==> src/rtl/pc_seq_pkg.sv <==
// Shared types and defaults for the program-counter sequencer slice.
package pc_seq_pkg;

  // Sequencer mode: waiting for Start, fetching, or finished.
  typedef enum logic [1:0] {
    IDLE = 2'd0,
    RUN  = 2'd1,
    DONE = 2'd2
  } seq_state_t;

  localparam int PC_W_DEF        = 10;
  localparam int LUT_AW_DEF      = 5;
  localparam int STACK_DEPTH_DEF = 4;

  // Last instruction ROM address for the default PC width.
  localparam logic [PC_W_DEF-1:0] ROM_LAST = '1;

endpackage

==> src/rtl/pc_sequencer_link_stack.sv <==
// link_stack: small LIFO of return addresses used by Call/Ret.
// Push while full and pop while empty are ignored here; the sequencer
// checks full/empty itself and raises its fault instead.
module link_stack #(
  parameter int WIDTH = 10,
  parameter int DEPTH = 4
) (
  input  logic             Clk,
  input  logic             Reset,
  input  logic             clear,
  input  logic             push,
  input  logic             pop,
  input  logic [WIDTH-1:0] push_data,
  output logic [WIDTH-1:0] top_data,
  output logic             full,
  output logic             empty
);

  localparam int CW = $clog2(DEPTH + 1);
  localparam int IW = (DEPTH > 1) ? $clog2(DEPTH) : 1;

  logic [WIDTH-1:0] mem [DEPTH];
  logic [CW-1:0]    count;
  logic [IW-1:0]    top_idx;
  logic [IW-1:0]    wr_idx;

  assign full     = (count == CW'(DEPTH));
  assign empty    = (count == '0);
  assign top_idx  = IW'(count - CW'(1));
  assign wr_idx   = IW'(count);
  assign top_data = empty ? '0 : mem[top_idx];

  // Occupancy counter and storage; pop takes precedence over push.
  always_ff @(posedge Clk) begin
    if (Reset || clear) begin
      count <= '0;
    end else if (pop && !empty) begin
      count <= count - CW'(1);
    end else if (push && !full) begin
      mem[wr_idx] <= push_data;
      count       <= count + CW'(1);
    end
  end

endmodule

==> src/rtl/pc_sequencer.sv <==
// pc_sequencer: owns ProgCtr and steps it through start, fetch, stall,
// branches and halt. Optional return-address stack is enabled with the
// FETCH_LINK_STACK_EN macro; without it Call/Ret act as plain increments.
module pc_sequencer
  import pc_seq_pkg::*;
#(
  parameter int PC_W        = PC_W_DEF,
  parameter int LUT_AW      = LUT_AW_DEF,
  parameter int STACK_DEPTH = STACK_DEPTH_DEF
) (
  input  logic              Clk,
  input  logic              Reset,
  input  logic              Start,
  input  logic [PC_W-1:0]   StartAddr,
  input  logic              Stall,
  input  logic              Halt,
  input  logic              BranchAbs,
  input  logic              BranchRel,
  input  logic              Taken,
  input  logic              Call,
  input  logic              Ret,
  input  logic [LUT_AW-1:0] BranchPtr,
  output logic [LUT_AW-1:0] LutAddr,
  input  logic [PC_W-1:0]   Target,
  output logic [PC_W-1:0]   ProgCtr,
  output logic              Busy,
  output logic              Done,
  output logic              Fault
);

  localparam logic [PC_W-1:0] LAST_ADDR = '1;

  seq_state_t      state, state_next;
  logic [PC_W-1:0] pc_next;
  logic            fault_next;
  logic [PC_W-1:0] pc_inc;
  logic [PC_W-1:0] pc_rel;

  assign LutAddr = BranchPtr;
  assign pc_inc  = ProgCtr + PC_W'(1);
  assign pc_rel  = ProgCtr + Target;
  assign Busy    = (state == RUN);
  assign Done    = (state == DONE);

`ifdef FETCH_LINK_STACK_EN
  logic            stack_push, stack_pop, stack_clear;
  logic            stack_full, stack_empty;
  logic [PC_W-1:0] stack_top;

  link_stack #(
    .WIDTH(PC_W),
    .DEPTH(STACK_DEPTH)
  ) u_link_stack (
    .Clk      (Clk),
    .Reset    (Reset),
    .clear    (stack_clear),
    .push     (stack_push),
    .pop      (stack_pop),
    .push_data(pc_inc),
    .top_data (stack_top),
    .full     (stack_full),
    .empty    (stack_empty)
  );
`else
  logic unused_link;
  assign unused_link = ^{Call, Ret, STACK_DEPTH[0]};
`endif

  // State, program counter and sticky fault registers.
  always_ff @(posedge Clk) begin
    if (Reset) begin
      state   <= IDLE;
      ProgCtr <= '0;
      Fault   <= 1'b0;
    end else begin
      state   <= state_next;
      ProgCtr <= pc_next;
      Fault   <= fault_next;
    end
  end

  // Next-state and next-PC decision following the RUN priority order.
  always_comb begin
    state_next = state;
    pc_next    = ProgCtr;
    fault_next = Fault;
`ifdef FETCH_LINK_STACK_EN
    stack_push  = 1'b0;
    stack_pop   = 1'b0;
    stack_clear = 1'b0;
`endif
    case (state)
      RUN: begin
        if (Halt) begin
          state_next = DONE;
        end else if (Stall) begin
          state_next = RUN;
`ifdef FETCH_LINK_STACK_EN
        end else if (Ret) begin
          if (stack_empty) begin
            fault_next = 1'b1;
            state_next = DONE;
          end else begin
            stack_pop = 1'b1;
            pc_next   = stack_top;
          end
        end else if (Call) begin
          if (stack_full) begin
            fault_next = 1'b1;
            state_next = DONE;
          end else begin
            stack_push = 1'b1;
            pc_next    = Target;
          end
`endif
        end else if (BranchAbs && Taken) begin
          pc_next = Target;
        end else if (BranchRel && Taken) begin
          pc_next = pc_rel;
        end else if (ProgCtr == LAST_ADDR) begin
          pc_next    = '0;
          fault_next = 1'b1;
          state_next = DONE;
        end else begin
          pc_next = pc_inc;
        end
      end
      default: begin
        if (Start) begin
          pc_next    = StartAddr;
          fault_next = 1'b0;
          state_next = RUN;
`ifdef FETCH_LINK_STACK_EN
          stack_clear = 1'b1;
`endif
        end
      end
    endcase
  end

endmodule

==> config.mk <==
export PLATFORM = sky130hd
export DESIGN_NAME = pc_sequencer
export DESIGN_NICKNAME = d
export VERILOG_FILES = /design/src/rtl/pc_seq_pkg.sv /design/src/rtl/pc_sequencer_link_stack.sv /design/src/rtl/pc_sequencer.sv
export SDC_FILE = /design/constraint.sdc
export NUM_CORES = 1
export LEC_CHECK = 0
export BUFFER_PORTS_ARGS = -buffer_cell sky130_fd_sc_hd__buf_4
export CORE_MARGIN = 1
export CORE_UTILIZATION = 46
export CTS_CLUSTER_SIZE = 8
export DETAILED_ROUTE_END_ITERATION = 10
export PLACE_DENSITY = 0.79
export RECOVER_POWER = 100
export SETUP_SLACK_MARGIN = 0.15
export SLEW_MARGIN = 0
export SYNTH_ARGS = -nofsm -noshare
export SYNTH_HDL_FRONTEND = slang
export SYNTH_SLANG_ARGS = --single-unit
==> constraint.sdc <==
create_clock -name Clk -period 1.93 [get_ports Clk]
set_input_delay 0.386 -clock Clk [delete_from_list [all_inputs] [get_ports Clk]]
set_output_delay 0.386 -clock Clk [all_outputs]
set_load 0.01 [all_outputs]
Word level (Yosys, flattened, before mapping). Index checks and enable logic that the tools add are counted.

Reduce and logical (&&, ||, !) cells: 6. Equal/unequal tests: 11. Mux-type cells: 21. Add/sub/neg operators: 2.

Operators by type and width (count): $mux W10 (7); $mux W2 (7); $add A10 B1 Y10 const B (1); $add A10 B10 Y10 (1); $eq A10 B10 Y1 const B (1); $ne A2 B2 Y1 const B (4); $ne A4 B4 Y1 const B (2); $mux W1 (7); $reduce_and A6 Y1 (1); $ne A4 B3 Y1 const B (1); $reduce_and A4 Y1 (1); $reduce_and A3 Y1 (1); $eq A2 B1 Y1 const B (1); $eq A2 B2 Y1 const B (1); $logic_and A1 B1 Y1 (2); $ne A2 B1 Y1 const B (1); $reduce_bool A2 Y1 (1).

Logic and storage cells: 43. Bits of input ports: 35. Flip-flop bits (word level): 13. Output and inout bits: 18.

Logic depth before layout (Yosys ltp). Gate-level depths: netlist (run 1).

Word-level depth: 7. Gate-level depth with buffers: 7.

Worst setup path before layout (run 1). No wires, ideal clock.

Path kind: register -> register. Start: register ProgCtr[0]. End: register ProgCtr[8]. Setup time: 115 ps. Cell stages (with the launch flop): 8. Slack: -177 ps. Data arrival time: 1991 ps. Cell sequence: dfxtp_1 ha_1 fa_1 a21o_1 a41o_1 nor4_1 o2111ai_1 and3_1.

Word-level cells in the longest chain between the ends: 7. Elaborated cells on any way between the ends: 9. Classes of those cells: add/sub (2); eq/ne (1); mux (6).

RTL lines: start: declaration (RTL line pc_sequencer.sv:25) `output logic [PC_W-1:0] ProgCtr,`; start signal: assignment (RTL line pc_sequencer.sv:77) `ProgCtr <= pc_next;`; $add A10 B1 Y10 / $eq A10 B10 Y1 (equally long branches) (RTL line pc_sequencer.sv:40, pc_sequencer.sv:120); $mux W10 (RTL line pc_sequencer.sv:120) `end else if (ProgCtr == LAST_ADDR) begin`; $mux W10 (*) (RTL line pc_sequencer.sv:118) `end else if (BranchRel && Taken) begin`; $mux W10 (*) (RTL line pc_sequencer.sv:116) `end else if (BranchAbs && Taken) begin`; $mux W10 (*) (RTL line pc_sequencer.sv:96) `end else if (Stall) begin`; $mux W10 (*) (RTL line pc_sequencer.sv:94) `if (Halt) begin`; $mux W10 (*) (RTL line pc_sequencer.sv:92) `case (state)`.

Every way passes the cells marked *; elsewhere a longest branch is shown, timed or not. The select of a mux whose other input is x is not followed. A chain may end at the register's enable or synchronous reset.

Final worst setup path (run 1). Same ends and word-level chain as after synthesis.

==> metrics.md, run 1 <==
| Metric | Value |
|---|---|
| Filler cells | 300 |
| Port Buf Inserts | 40 |
| Startpoint Class | flip-flop |
| Crit end category | flip-flop |
| Area leader, netlist | dfxtp_1 |
| Slew headroom | 0.732 |
| ANT nets after route | 0 |
| Antenna cell count | 0 |
| CTS tree | built |
| Pre-CTS WS | -0.188 ns |
| Post-layout min period | 1.94 ns |
| Level count of the clock H-tree | 1 |
| IR drop worst, VDD | 214 µV |
| Final Max Slew Viols | 0 |
| Reg2reg end | ProgCtr[8]$_SDFFE_PP0P_ |
| Initial core utilization | 0.493 |
| Crit Path Category | flip-flop to flip-flop |
| RSZ-0062 raised after global routing | true |
| Status | finished with violations |
| Avg Inst Size Synth | 7.69 µm² |
| Post-synth top cells | 15 x nor2_1, 14 x a21oi_1, 13 x dfxtp_1 |
| Initial antenna violation count | 0 |
| Ys async rst share | 0 |
| Pint | 596 µW |
| Num ports | 53 |
| # nets final | 291 |
| Core area | 3100 µm² |
| Worst Path Buf+Inv | 0 |
| Worst EP required | 2.11 ns |
| WP depth | 7 |
| Routed WL | 4.93 mm |
| PnR worst setup slack | -0.00975 ns |
| Cell breakdown of the critical path | ha_4 -> fa_2 -> a21o_1 -> a41o_1 -> nor4_4 -> o2111ai_1 -> and3_1 |
| Logic pwr share | 0.481 |
| Post-DP HPWL | 3.66 mm |
| Ys flop type | dfxtp_1 |
| Max cap viols | 0 |
| CTS Buffer Depth | 2 |
| CP Data Arrival Time | 2.12 ns |
| Worst-case reg-to-reg path depth | 7 |
| Routed len/inst | 17.1 µm |
| Clock Latency Late Sink | 0.28 ns |
| GRT overflow | 0 |
| Largest net degree at the start of global routing | 14 |
| # rows | 20 |
| Failing checks | setup timing |
| Post-Synthesis Cell Area | 1530 µm² |
| Max Clk Rate | 516 MHz |
| Hold Crit Start | Start |
| Post-Syn Nets | 245 |
| Slowest stage delay, CP | 0.39 ns |
| Clock sinks | 13 |
| Final setup vio count | 2 |
| WHS Endpoint | Fault$_SDFFE_PP0P_ |
| Drt pass-1 iters | 4 |
| DRT iter0 DRCs | 145 |
| Die Area | 3560 µm² |
| Worst reg2reg startpoint | ProgCtr[0]$_SDFFE_PP0P_ |
| Synth Instances | 199 |
| Power per cell area | 487 nW/µm² |
| Die Wd | 59.7 µm |
| Pwr Total | 987 µW |
| Layout cells sized above 1 | 0.303 |
| Final clock skew | 0.00341 ns |
| Ys Warns | 0 |
| Worst-path clk slew | 0.10 ns |
| Synth Register Bits | 13 |
| Switching pwr | 391 µW |
| Cell with the most instances after synthesis | nor2_1 |
| Tot GR Track Use | 0.297 |
| Global placement routability congestion | 0.897 |
| Leak | 0.000826 µW |
| Setup TNS | -0.0189 ns |
| Post-route cell area | 2020 µm² |
| Remaining DRCs | 0 |
| Hold depth | 2 |
| Total CTS buffers | 3 |
| CP delay by family, top | compound AO/OA/AOI/OAI gates |
| Area grow syn2layout | 32.3% |
| Vias | 1804 |
| Placed inst area | 1960 µm² |
| EDFF count, synth | 0 |
| Internal reg-to-reg setup slack | -0.01 ns |
| Clk pwr share | 0.190 |
| Vias in the first global route | 1653 |
| Die extent in y | 59.7 µm |
| Period utilization | 1.01 |
| Cell variety after synth | 61 |
| First-pass GRT wire length | 7.96 mm |
| Hold/Removal Path Class | primary input to flip-flop |
| Sw frac | 0.396 |
| Slew @ Worst Pin | 0.401 ns |
| Critical Path Fanout Max | 3 |
| Slowest CP cell | fa_2 |
| Clock root buffer | clkbuf_4 |
| Register area share after synthesis | 0.170 |
| Hold Fails Final Rpt | 0 |
| Reg power frac | 0.329 |
| Post-synth top area share | 0.170 |
| WHS | 0.372 ns |
| Via density | 6.26 |
| Main area contributors after synthesis | dfxtp_1 17%, ha_1 8.2%, a21oi_1 4.6% |
## metal layers
layer,track usage,part of all wire,vias to the layer above
li1,-,-,870
met1,0.412,0.45,837
met2,0.475,0.46,88
met3,0.0476,0.077,9
met4,0.0831,0.018,0
met5,0,0,-
## worst max path at each step
stage | start | to | slack (ns)
2_1_floorplan | Target[0] | ProgCtr[6]$_SDFFE_PP0P_ | 0.06
6_report | ProgCtr[0]$_SDFFE_PP0P_ | ProgCtr[8]$_SDFFE_PP0P_ | -0.01
3_3_place_gp | Target[0] | ProgCtr[8]$_SDFFE_PP0P_ | -0.17
3_5_place_dp | Target[0] | ProgCtr[8]$_SDFFE_PP0P_ | -0.19
5_1_grt | ProgCtr[0]$_SDFFE_PP0P_ | ProgCtr[8]$_SDFFE_PP0P_ | -0.1
4_1_cts | ProgCtr[0]$_SDFFE_PP0P_ | ProgCtr[8]$_SDFFE_PP0P_ | -0.03
## flip-flops by register name, indices dropped and copies added, names as in the netlist
register	flops
Fault	1
ProgCtr	10
state	2
## cell usage in the layout, fill, tap and decap left out, types with 2 or more instances in the layout
| master | synthesis | layout |
|---|---|---|
| buf_4 | 5 | 50 |
| nor2_1 | 15 | 15 |
| a21oi_1 | 14 | 14 |
| dfxtp_1 | 13 | 10 |
| nand3_1 | 9 | 9 |
| clkbuf_1 | 10 | 9 |
| nand2_1 | 8 | 8 |
| o21ai_0 | 7 | 7 |
| ha_1 | 10 | 7 |
| nand4_1 | 6 | 6 |
| nor3_1 | 6 | 6 |
| o22ai_1 | 6 | 6 |
| inv_1 | 4 | 5 |
| a211oi_1 | 6 | 5 |
| xor2_1 | 5 | 5 |
| a21o_1 | 4 | 4 |
| and3_1 | 4 | 4 |
| a221oi_1 | 5 | 4 |
| a31oi_1 | 4 | 4 |
| xnor2_1 | 3 | 3 |
| a32o_1 | 3 | 3 |
| nand3b_1 | 3 | 3 |
| clkbuf_4 | 0 | 3 |
| dfxtp_4 | 0 | 2 |
| and2_1 | 2 | 2 |
| nand2b_1 | 3 | 2 |
| o21a_1 | 2 | 2 |
| o211ai_1 | 2 | 2 |
| or3_1 | 2 | 2 |
| ha_4 | 0 | 2 |
## power by group through the flow
stage | combinational [µW] | sequential, µW | clock, µW
6_report | 475 | 325 | 187
3_5_place_dp | 446 | 330 | 0
4_1_cts | 457 | 323 | 188
3_3_place_gp | 444 | 329 | 0
5_1_grt | 516 | 329 | 202
2_1_floorplan | 270 | 331 | 0
## layout make-up
cell class | count | area (µm²) | area share
tap | 44 | 55.1 | 0.0272
multi-input combinational | 163 | 1240 | 0.612
sequential | 13 | 269 | 0.133
inverter | 5 | 18.8 | 0.00927
timing repair buffer | 59 | 417 | 0.206
clock buffer | 4 | 26.3 | 0.0130
## repair_timing
item | CTS | global route
pin swaps | 2 | 8
buffers inserted | 0 | 1
setup endpoints to repair | 6 | 13
hold buffers | 0 | 0
cloned | 0 | 0
gates resized for setup | 6 | 13
## logic make-up after synthesis
kind of cell               count (synthesis)  share of synthesized area
adders and majority gates                 11                     0.0948
and+or+nand+nor                           67                      0.239
DFF                                       13                      0.170
xor gates and xnor gates                   8                     0.0458
buffers and inverters                     23                     0.0744
AOI/OAI and AO/OA                         76                      0.370
muxes                                      1                    0.00654
## stage by stage
step | std cells | utilization
finish | 288 | 0.652
global route | 288 | 0.652
CTS | 287 | 0.648
detailed placement | 283 | 0.631
global placement | 283 | 0.631
floorplan | 199 | -
Power figures use the tool's default switching activity.
==> run 2: changes to the inputs <==
CORE_ASPECT_RATIO = 0.6   (was default)
==> run 2 against run 1 <==
Effect of this change:
- the run still ends with setup timing left
- first-iteration DRC count fell by 34%
- non-clock buffer count rose by 9
- largest cell class unchanged
- sequential share of layout area shrank 0.55 points
- critical endpoint unchanged
==> metrics.md, run 2 (synthesis results as in run 1) <==
| Metric | Value |
|---|---|
| Status | finished with violations |
| Failing checks | setup timing |
| CP Data Arrival Time | 2.12 ns |
| Clock Latency Late Sink | 0.26 ns |
| Grt peak-use layer | met2 |
| M1 GR Usage | 0.430 |
| Final clock skew | 0.0114 ns |
| M3 GR Usage | 0.117 |
| # nets final | 300 |
| Commonest non-fill, non-tap cell in the layout | buf_4 |
| Routed WL | 5.47 mm |
| Routed len/inst | 18.5 µm |
| Clk pwr share | 0.248 |
| DRT iter0 DRCs | 95 |
| Worst-case reg-to-reg path depth | 7 |
| Largest net degree at the start of global routing | 14 |
| Crit end category | flip-flop |
| Critical Path Sink | ProgCtr[8]$_SDFFE_PP0P_ |
| Initial antenna violation count | 0 |
| Max cap viols | 0 |
| Most frequent cells in the layout | 66 x buf_4, 14 x nor2_1, 14 x a21oi_1 |
| PnR worst setup slack | -0.0277 ns |
| Final setup vio count | 2 |
| Drt pass-1 iters | 5 |
| Reg power frac | 0.284 |
| Startpoint Class | flip-flop |
| ANT nets after route | 0 |
| Filler cells | 264 |
| First-pass GRT wire length | 8.57 mm |
| Num ports | 53 |
| Level count of the clock H-tree | 1 |
| Slew headroom | 0.699 |
| Clock root buffer | clkbuf_8 |
| # rows | 15 |
| Initial core utilization | 0.506 |
| Registers with the most flip-flops | ProgCtr x10, state x2, Fault x1 |
| Internal reg-to-reg setup slack | -0.03 ns |
| Core area | 3020 µm² |
| Max Clk Rate | 511 MHz |
| Die Wd | 76.5 µm |
| Worst reg2reg startpoint | ProgCtr[0]$_SDFFE_PP0P_ |
| Post-layout min period | 1.96 ns |
| Sw frac | 0.386 |
| Placed inst area | 2020 µm² |
| # hold bufs at CTS | 0 |
| Hold Crit Start | StartAddr[2] |
| Via density | 6.55 |
| Power per cell area | 525 nW/µm² |
| Layout cells sized above 1 | 0.383 |
| Max FFs per register | 10 |
| Worst Setup SP | ProgCtr[0]$_SDFFE_PP0P_ |
| Logic pwr share | 0.468 |
| Post-DP HPWL | 3.98 mm |
| Hold/Removal Path Class | primary input to flip-flop |
| CTS Buffer Depth | 2 |
| Hold Fails Final Rpt | 0 |
| Vias | 1933 |
| Worst-path clk slew | 0.07 ns |
| Area grow syn2layout | 39.2% |
| Die extent in y | 46.7 µm |
| Antenna cell count | 0 |
| Tot GR Track Use | 0.319 |
| M2 GR Usage | 0.486 |
| GRT overflow | 0 |
| Final Max Slew Viols | 0 |
| Clock sinks | 13 |
| Period utilization | 1.01 |
| RSZ-0062 raised after global routing | true |
| Critical Path Fanout Max | 3 |
| IR drop worst, VDD | 368 µV |
| Worst EP required | 2.09 ns |
| Switching pwr | 432 µW |
| Leak | 0.000895 µW |
| Pint | 686 µW |
| Die Area | 3570 µm² |
| Crit Path Category | flip-flop to flip-flop |
| Total CTS buffers | 3 |
| Reg2reg end | ProgCtr[8]$_SDFFE_PP0P_ |
| Post-route cell area | 2130 µm² |
| Fin util | 0.705 |
| Remaining DRCs | 0 |
| Vias in the first global route | 1752 |
| Top reg by flops | ProgCtr |
| Hold depth | 3 |
| CTS tree | built |
| Slew @ Worst Pin | 0.450 ns |
| Port Buf Inserts | 40 |
| Global placement routability congestion | 0.920 |
[run 2: how the worst min path moves through the flow]
stage / endpoint / slack [ns]
after floorplan: state[1]$_SDFFE_PP0P_ / 0.53
after global placement: Fault$_SDFFE_PP0P_ / 0.53
after detailed placement: Fault$_SDFFE_PP0P_ / 0.54
after CTS: ProgCtr[6]$_SDFFE_PP0P_ / 0.42
after global routing: ProgCtr[3]$_SDFFE_PP0P_ / 0.44
final: ProgCtr[2]$_SDFFE_PP0P_ / 0.42
[run 2: critical path, cell delays in order (launching register included)]
cell	delay, ns
dfxtp_4	0.35
ha_4	0.17
fa_2	0.39
a21o_1	0.19
a41o_1	0.22
nor4_2	0.20
o2111ai_1	0.16
and3_1	0.19
[run 2: power by group through the flow]
stage,clock network [µW],logic (µW),registers [µW]
finish,278,523,317
global route,284,562,321
CTS,272,492,314
detailed placement,0,484,320
global placement,0,477,320
floorplan,0,270,331
[run 2: repair_timing]
action,in CTS,in global routing
hold endpoints to repair,0,0
setup endpoints to repair,5,11
pin swaps,1,8
resized for setup,2,16
setup buffers,0,1
[run 2: through the flow]
| step | hold slack [ns] | setup WS (ns) | instances | TNS [ns] | total power [µW] |
|---|---|---|---|---|---|
| 2_1_floorplan | 0.528 | 0.0591 | 199 | 0 | 601 |
| 3_3_place_gp | 0.531 | -0.151 | 290 | -0.500 | 797 |
| 3_5_place_dp | 0.540 | -0.209 | 290 | -0.666 | 804 |
| 4_1_cts | 0.421 | -0.0180 | 294 | -0.0183 | 1080 |
| 5_1_grt | 0.440 | -0.106 | 295 | -0.213 | 1170 |
| 6_report | 0.420 | -0.0277 | 295 | -0.0335 | 1120 |
[run 2: area by class of cell]
type	count	area, µm²	area share
multi-input combinational	163	1240	0.582
timing repair buffer	68	503	0.236
sequential	13	272	0.127
tap	42	52.6	0.0247
clock buffer	4	45.0	0.0211
inverter	5	18.8	0.00881
[run 2: per-layer routing]
layer,vias up,wire length (µm)
li1,895,-
met1,884,2410
met2,138,2240
met3,16,706
met4,0,109
met5,-,0
